<file path="src/rtl/pipeline_ctrl.sv">
// pipeline_ctrl: valid/allowin handshake control for a five-stage in-order pipeline
// (DS -> ES -> PMS -> MS -> WS) with serialization of TLB/CACHE/MTC0 instructions
// and exception/ERET flush from writeback.
//
// Ports
//   clk            in   single clock, all state on the rising edge
//   reset          in   synchronous, active-high
//   ds_valid       in   decode holds a valid instruction
//   ds_stall       in   data-hazard stall from forwarding logic
//   ds_serial      in   decode instruction needs serialization
//   es/pms/ms_ready_go in  stage finishes this cycle
//   ws_ex, ws_eret in   exception / ERET committing in WS
//   ds_allowin     out  decode may accept a new instruction
//   ds_to_es_fire  out  DS -> ES transfer this cycle
//   *_valid        out  registered stage valid bits
//   *_we           out  stage payload register load enables
//   flush          out  combinational pipeline flush
//   refetch_req    out  one-cycle refetch pulse after serialization drains
//   ctrl_state     out  0 RUN, 1 DRAIN, 2 REFETCH
module pipeline_ctrl (
  input  logic       clk,
  input  logic       reset,
  input  logic       ds_valid,
  input  logic       ds_stall,
  input  logic       ds_serial,
  input  logic       es_ready_go,
  input  logic       pms_ready_go,
  input  logic       ms_ready_go,
  input  logic       ws_ex,
  input  logic       ws_eret,
  output logic       ds_allowin,
  output logic       ds_to_es_fire,
  output logic       es_valid,
  output logic       pms_valid,
  output logic       ms_valid,
  output logic       ws_valid,
  output logic       es_we,
  output logic       pms_we,
  output logic       ms_we,
  output logic       ws_we,
  output logic       flush,
  output logic       refetch_req,
  output logic [1:0] ctrl_state
);

  typedef enum logic [1:0] {
    StRun     = 2'd0,
    StDrain   = 2'd1,
    StRefetch = 2'd2
  } ctrl_state_e;

  ctrl_state_e state_q, state_d;

  logic es_valid_q,  es_valid_d;
  logic pms_valid_q, pms_valid_d;
  logic ms_valid_q,  ms_valid_d;
  logic ws_valid_q,  ws_valid_d;

  logic ws_allowin;
  logic ms_allowin;
  logic pms_allowin;
  logic es_allowin;
  logic ds_ready_go;
  logic fire;
  logic pipe_empty_next;

  // ---------------------------------------------------------------------------
  // Handshake network. Allowin ripples backwards from WS, so a single stage that
  // holds a valid instruction without ready_go stalls every earlier stage in the
  // same cycle.
  // ---------------------------------------------------------------------------
  always_comb begin
    flush       = ws_valid_q & (ws_ex | ws_eret);
    ws_allowin  = 1'b1;
    ms_allowin  = ~ms_valid_q  | (ms_ready_go  & ws_allowin);
    pms_allowin = ~pms_valid_q | (pms_ready_go & ms_allowin);
    es_allowin  = ~es_valid_q  | (es_ready_go  & pms_allowin);

    // Decode only issues in RUN; DRAIN and REFETCH hold whatever sits in decode.
    ds_ready_go = ~ds_stall & (state_q == StRun);
    ds_allowin  = ~ds_valid | (ds_ready_go & es_allowin);
    fire        = ds_valid & ds_ready_go & es_allowin & ~flush;
  end

  // ---------------------------------------------------------------------------
  // Stage valid next-state and payload load enables.
  // ---------------------------------------------------------------------------
  always_comb begin
    es_valid_d  = es_valid_q;
    pms_valid_d = pms_valid_q;
    ms_valid_d  = ms_valid_q;
    ws_valid_d  = ws_valid_q;

    if (flush) begin
      es_valid_d  = 1'b0;
      pms_valid_d = 1'b0;
      ms_valid_d  = 1'b0;
      ws_valid_d  = 1'b0;
    end else begin
      if (es_allowin)  es_valid_d  = fire;
      if (pms_allowin) pms_valid_d = es_valid_q  & es_ready_go;
      if (ms_allowin)  ms_valid_d  = pms_valid_q & pms_ready_go;
      if (ws_allowin)  ws_valid_d  = ms_valid_q  & ms_ready_go;
    end
  end

  always_comb begin
    es_we  = fire;
    pms_we = pms_allowin & es_valid_q  & es_ready_go  & ~flush;
    ms_we  = ms_allowin  & pms_valid_q & pms_ready_go & ~flush;
    ws_we  = ws_allowin  & ms_valid_q  & ms_ready_go  & ~flush;
  end

  always_ff @(posedge clk) begin
    if (reset) begin
      es_valid_q  <= 1'b0;
      pms_valid_q <= 1'b0;
      ms_valid_q  <= 1'b0;
      ws_valid_q  <= 1'b0;
    end else begin
      es_valid_q  <= es_valid_d;
      pms_valid_q <= pms_valid_d;
      ms_valid_q  <= ms_valid_d;
      ws_valid_q  <= ws_valid_d;
    end
  end

  // ---------------------------------------------------------------------------
  // Serialization FSM: state register, next state, outputs.
  // ---------------------------------------------------------------------------
  always_ff @(posedge clk) begin
    if (reset) begin
      state_q <= StRun;
    end else begin
      state_q <= state_d;
    end
  end

  // DRAIN leaves at the edge where the last older instruction retires out of WS,
  // so the cycle after the pipe goes empty is already REFETCH.
  assign pipe_empty_next = ~(es_valid_d | pms_valid_d | ms_valid_d | ws_valid_d);

  always_comb begin
    state_d = state_q;
    if (flush) begin
      state_d = StRun;
    end else begin
      unique case (state_q)
        StRun:     if (fire && ds_serial) state_d = StDrain;
        StDrain:   if (pipe_empty_next)   state_d = StRefetch;
        StRefetch: state_d = StRun;
        default:   state_d = StRun;
      endcase
    end
  end

  always_comb begin
    // The pipe is empty in REFETCH so flush cannot coincide; the mask keeps that
    // guarantee explicit.
    refetch_req = (state_q == StRefetch) & ~flush;
    ctrl_state  = state_q;
  end

  assign ds_to_es_fire = fire;
  assign es_valid      = es_valid_q;
  assign pms_valid     = pms_valid_q;
  assign ms_valid      = ms_valid_q;
  assign ws_valid      = ws_valid_q;

endmodule

</file>
<file path="config.mk">
export PLATFORM = sky130hd
export DESIGN_NAME = pipeline_ctrl
export DESIGN_NICKNAME = d
export VERILOG_FILES = /design/src/rtl/pipeline_ctrl.sv
export SDC_FILE = /design/constraint.sdc
export NUM_CORES = 1
export LEC_CHECK = 0
export CAP_MARGIN = 0
export CORE_AREA = 2 2 39 41
export DETAILED_ROUTE_END_ITERATION = 10
export DIE_AREA = 0 0 41 43
export GPL_TIMING_DRIVEN = 0
export PLACE_DENSITY = 0.58
export SLEW_MARGIN = 20
export SYNTH_ARGS = -nofsm -noshare
export SYNTH_HDL_FRONTEND = slang
export SYNTH_SLANG_ARGS = --single-unit
</file>
<file path="constraint.sdc">
create_clock -name clk -period 2.2 [get_ports clk]
set_clock_uncertainty 0.2 [all_clocks]
set_input_delay 0.44 -clock clk [delete_from_list [all_inputs] [get_ports clk]]
set_output_delay 0.44 -clock clk [all_outputs]
set_load 0.1 [all_outputs]
</file>
==> flow_metrics.py, run 1 <==
metrics = {
    "floorplan": {
        "dieHeight_um": 43,
        "start_util": 0.235,
        "rows": 14,
        "pin_count": 24,
        "dieArea_mm2": 0.00176,
        "core_mm2": 0.00138,
        "die_w_um": 41,
    },
    "critical_path": {
        "critPathArrivalTime_ps": 1530,
        "cpMaxStageDelayCell": "dlygate4sd2_1",
        "cp.required_ps": 1560,
        "path_buf_inv": 4,
        "crit_path_start_kind": "primary input",
        "path_cells": "dlygate4sd2_1 > nor3_2 > nand4_1 > clkinvlp_4 > buf_12 > buf_12",
        "path_class": "primary input to output port",
        "crit_fanout": 2,
        "crit_family": "buffers and inverters",
        "path_common_cell": "buf_12",
        "critPathMaxStageDelay_ps": 240,
        "crit_path_end_kind": "output port",
    },
    "clocking": {
        "numCtsBuffers": 3,
        "h-tree-depth": 1,
        "clkSinkCount": 6,
        "clock_path_buffers": 2,
        "cts_tree": "done",
        "clkLatencyLatePin_ps": 240,
        "path_clk_slew_ps": 50,
        "clk_root_buffer_cell": "clkbuf_4",
    },
    "power_and_ir_drop": {
        "swShare": 0.369,
        "p_seq_frac": 0.319,
        "p_int_uw": 227,
        "combPwrFrac": 0.374,
        "switchingPower_uw": 132,
        "powerDensity_mw_per_mm2": 486,
        "power_leakage_nw": 0.328,
        "peakVddDrop_mv": 0.327,
        "p_clk_frac": 0.308,
    },
    "place": {
        "post-place-cells": 79,
        "io_buffers": 23,
        "hpwl_um": 825,
        "place.gp.congestion": 0.633,
        "pre_cts_ws_ps": -1290,
    },
    "cells_and_area": {
        "num-fill-cells": 133,
        "multi_input_area_um2": 230,
        "instances_no_fill": 89,
        "final_cell_mix": "dlygate4sd2_1, buf_4, nand2_1",
        "antenna_cells": 0,
        "drive_above_1_share": 0.521,
        "layout.area.seq_um2": 133,
        "nNetsFinal": 84,
        "syn_to_final_growth_pct": 127,
        "final_common_cell": "dlygate4sd2_1",
    },
    "sta": {
        "rsz0062_at_grt": "yes",
        "slew_headroom": 0.364,
        "fin_ws_ps": 28.4,
        "finalHoldViolCount": 0,
        "fin_crit_ps": 2170,
        "worstMarginPinSlew_ps": 958,
        "fin_crit_sh": 0.987,
        "fmax_mhz": 460,
        "slew_violations": 0,
        "setup_viol": 0,
    },
    "logic_synthesis": {
        "synth_mux_area_frac": 0,
        "synth_xor_xnor_area_share": 0,
        "ys_ff_latch": 6,
        "synth_top_family_by_area": "simple AND/OR/NAND/NOR gates",
        "yosysSeqAreaShare": 0.369,
        "syn-cell-area_um2": 325,
        "synth_cell_type_count": 21,
        "syn-num-nets": 50,
        "synth_cells": 40,
        "post_synth_and_or_nand_nor_area_fraction": 0.385,
        "avgSynthCellArea_um2": 8.13,
        "synth_compound_area_frac": 0.177,
        "synthAdderAreaFrac": 0,
        "yosys_warnings": 0,
    },
    "drt": {
        "antenna_left": 0,
        "num_vias": 409,
        "wirelength_um": 1080,
        "drc": 0,
        "drtIter0Drc": 9,
        "wire_per_inst_um": 12.2,
        "viasPerCell": 4.60,
        "drtPass1Iterations": 4,
    },
    "global_route": {
        "grt.overflow.total": 0,
        "grt_pass1_vias": 387,
        "grt_first_pass_wirelength_um": 1640,
        "grt_max_degree": 7,
        "grt_usage": 0.141,
        "antenna_found_initial": 0,
    },
    "min_path": {
        "hp-class": "flip-flop to flip-flop",
    },
    "flow_run": {
        "max-cap-violations": 0,
    },
    "outcome": {
        "outcome": "completed",
    },
}
[sequential cells by signal, summed over array words and instances (netlist names)]
| register | cells |
|---|---|
| es_valid | 1 |
| ms_valid | 1 |
| ws_valid | 1 |
| ctrl_state | 2 |
| pms_valid | 1 |
[cell usage after synthesis]
master | number | area share
a21o_1 | 1 | 0.023
a21oi_1 | 3 | 0.046
and3_1 | 1 | 0.019
buf_4 | 1 | 0.023
dfxtp_1 | 6 | 0.37
inv_1 | 4 | 0.046
nand2_1 | 6 | 0.069
nand3_1 | 1 | 0.015
nand4_1 | 1 | 0.019
nand4b_1 | 1 | 0.027
nor2_1 | 2 | 0.023
nor2b_1 | 2 | 0.038
nor2b_4 | 1 | 0.042
nor3_1 | 2 | 0.031
nor3_2 | 1 | 0.031
nor3b_1 | 2 | 0.046
o21ai_0 | 1 | 0.015
o21ai_2 | 1 | 0.027
o221ai_1 | 1 | 0.027
o22ai_2 | 1 | 0.038
or2b_1 | 1 | 0.023
[logic make-up (layout without fill, tap and decap cells)]
kind of cell,Yosys count,after routing
AND/OR/NAND/NOR,21,21
AO/OA/AOI/OAI,8,8
flip-flops,6,6
buffers and inverters,5,38
[worst min-delay path: cells and delay by family (launching register included)]
family	cells	cell delay (ps)
flip-flops	1	370
AO/OA/AOI/OAI	1	80
AND/OR/NAND/NOR	1	70
[area by class of cell]
type | count | area share
Timing Repair Buffer | 29 | 0.388
Multi-Input combinational cell | 29 | 0.312
Sequential cell | 6 | 0.180
Clock buffer | 4 | 0.0356
Inverter | 4 | 0.0305
Buffer | 1 | 0.0271
Tap cell | 16 | 0.0271
[power by group through the flow]
stage | clock, mW | sequential [mW] | combinational (mW)
after detailed placement | 0 | 0.117 | 0.126
after global routing | 0.123 | 0.115 | 0.140
after CTS | 0.115 | 0.114 | 0.133
after global placement | 0 | 0.117 | 0.126
after floorplan | 0 | 0.138 | 0.0658
final | 0.110 | 0.114 | 0.134
[worst paths after layout]
kind                        startpoint                         end  slack, ps  depth (start not counted)
setup / recovery              ds_stall                       es_we         30                          6
hold / removal    pms_valid$_SDFF_PP0_         ms_valid$_SDFF_PP0_        350                          2
setup reg to reg   ws_valid$_SDFF_PP0_  ctrl_state[1]$_SDFFE_PP0P_        710                          5
hold reg to reg   pms_valid$_SDFF_PP0_         ms_valid$_SDFF_PP0_        350                          2
[layer usage]
metal | vias up | wire length, µm | GRT usage
met1 | 190 | 440 | 0.154
met5 | - | 0 | 0
li1 | 204 | - | -
met2 | 13 | 578 | 0.222
met4 | 0 | 9 | 0.0400
met3 | 2 | 54 | 0.0785
[repair_timing]
| action | 4_1_cts | 5_1_grt |
|---|---|---|
| gates cloned | 0 | 0 |
| pin swaps | 6 | 3 |
| endpoints found under the setup margin | 14 | 5 |
| hold buffers | 0 | 0 |
| resized for setup | 79 | 4 |
| setup buffers | 5 | 1 |
[stage by stage]
step	instance area, µm²	hold slack (ps)	total power [mW]	TNS, ps	utilization
3_5_place_dp	656	319	0.243	-8870	0.474
4_1_cts	738	353	0.362	-16.9	0.533
2_1_floorplan	405	302	0.204	-2180	-
5_1_grt	738	365	0.377	-50.6	0.533
6_report	738	349	0.359	0	0.533
3_3_place_gp	656	309	0.243	-8890	0.474
Note: power is estimated with default switching activity, not from simulation.
==> run 2, diff against run 1 <==
--- a/config.mk
+++ b/config.mk
@@ -5,7 +5,7 @@
 export SDC_FILE = /design/constraint.sdc
 export NUM_CORES = 1
 export LEC_CHECK = 0
-export CAP_MARGIN = 0
+export CAP_MARGIN = 25
 export CORE_AREA = 2 2 39 41
 export DETAILED_ROUTE_END_ITERATION = 10
 export DIE_AREA = 0 0 41 43
==> results of run 2 <==
Final layout, timing and power as in run 1 (identical DEF).
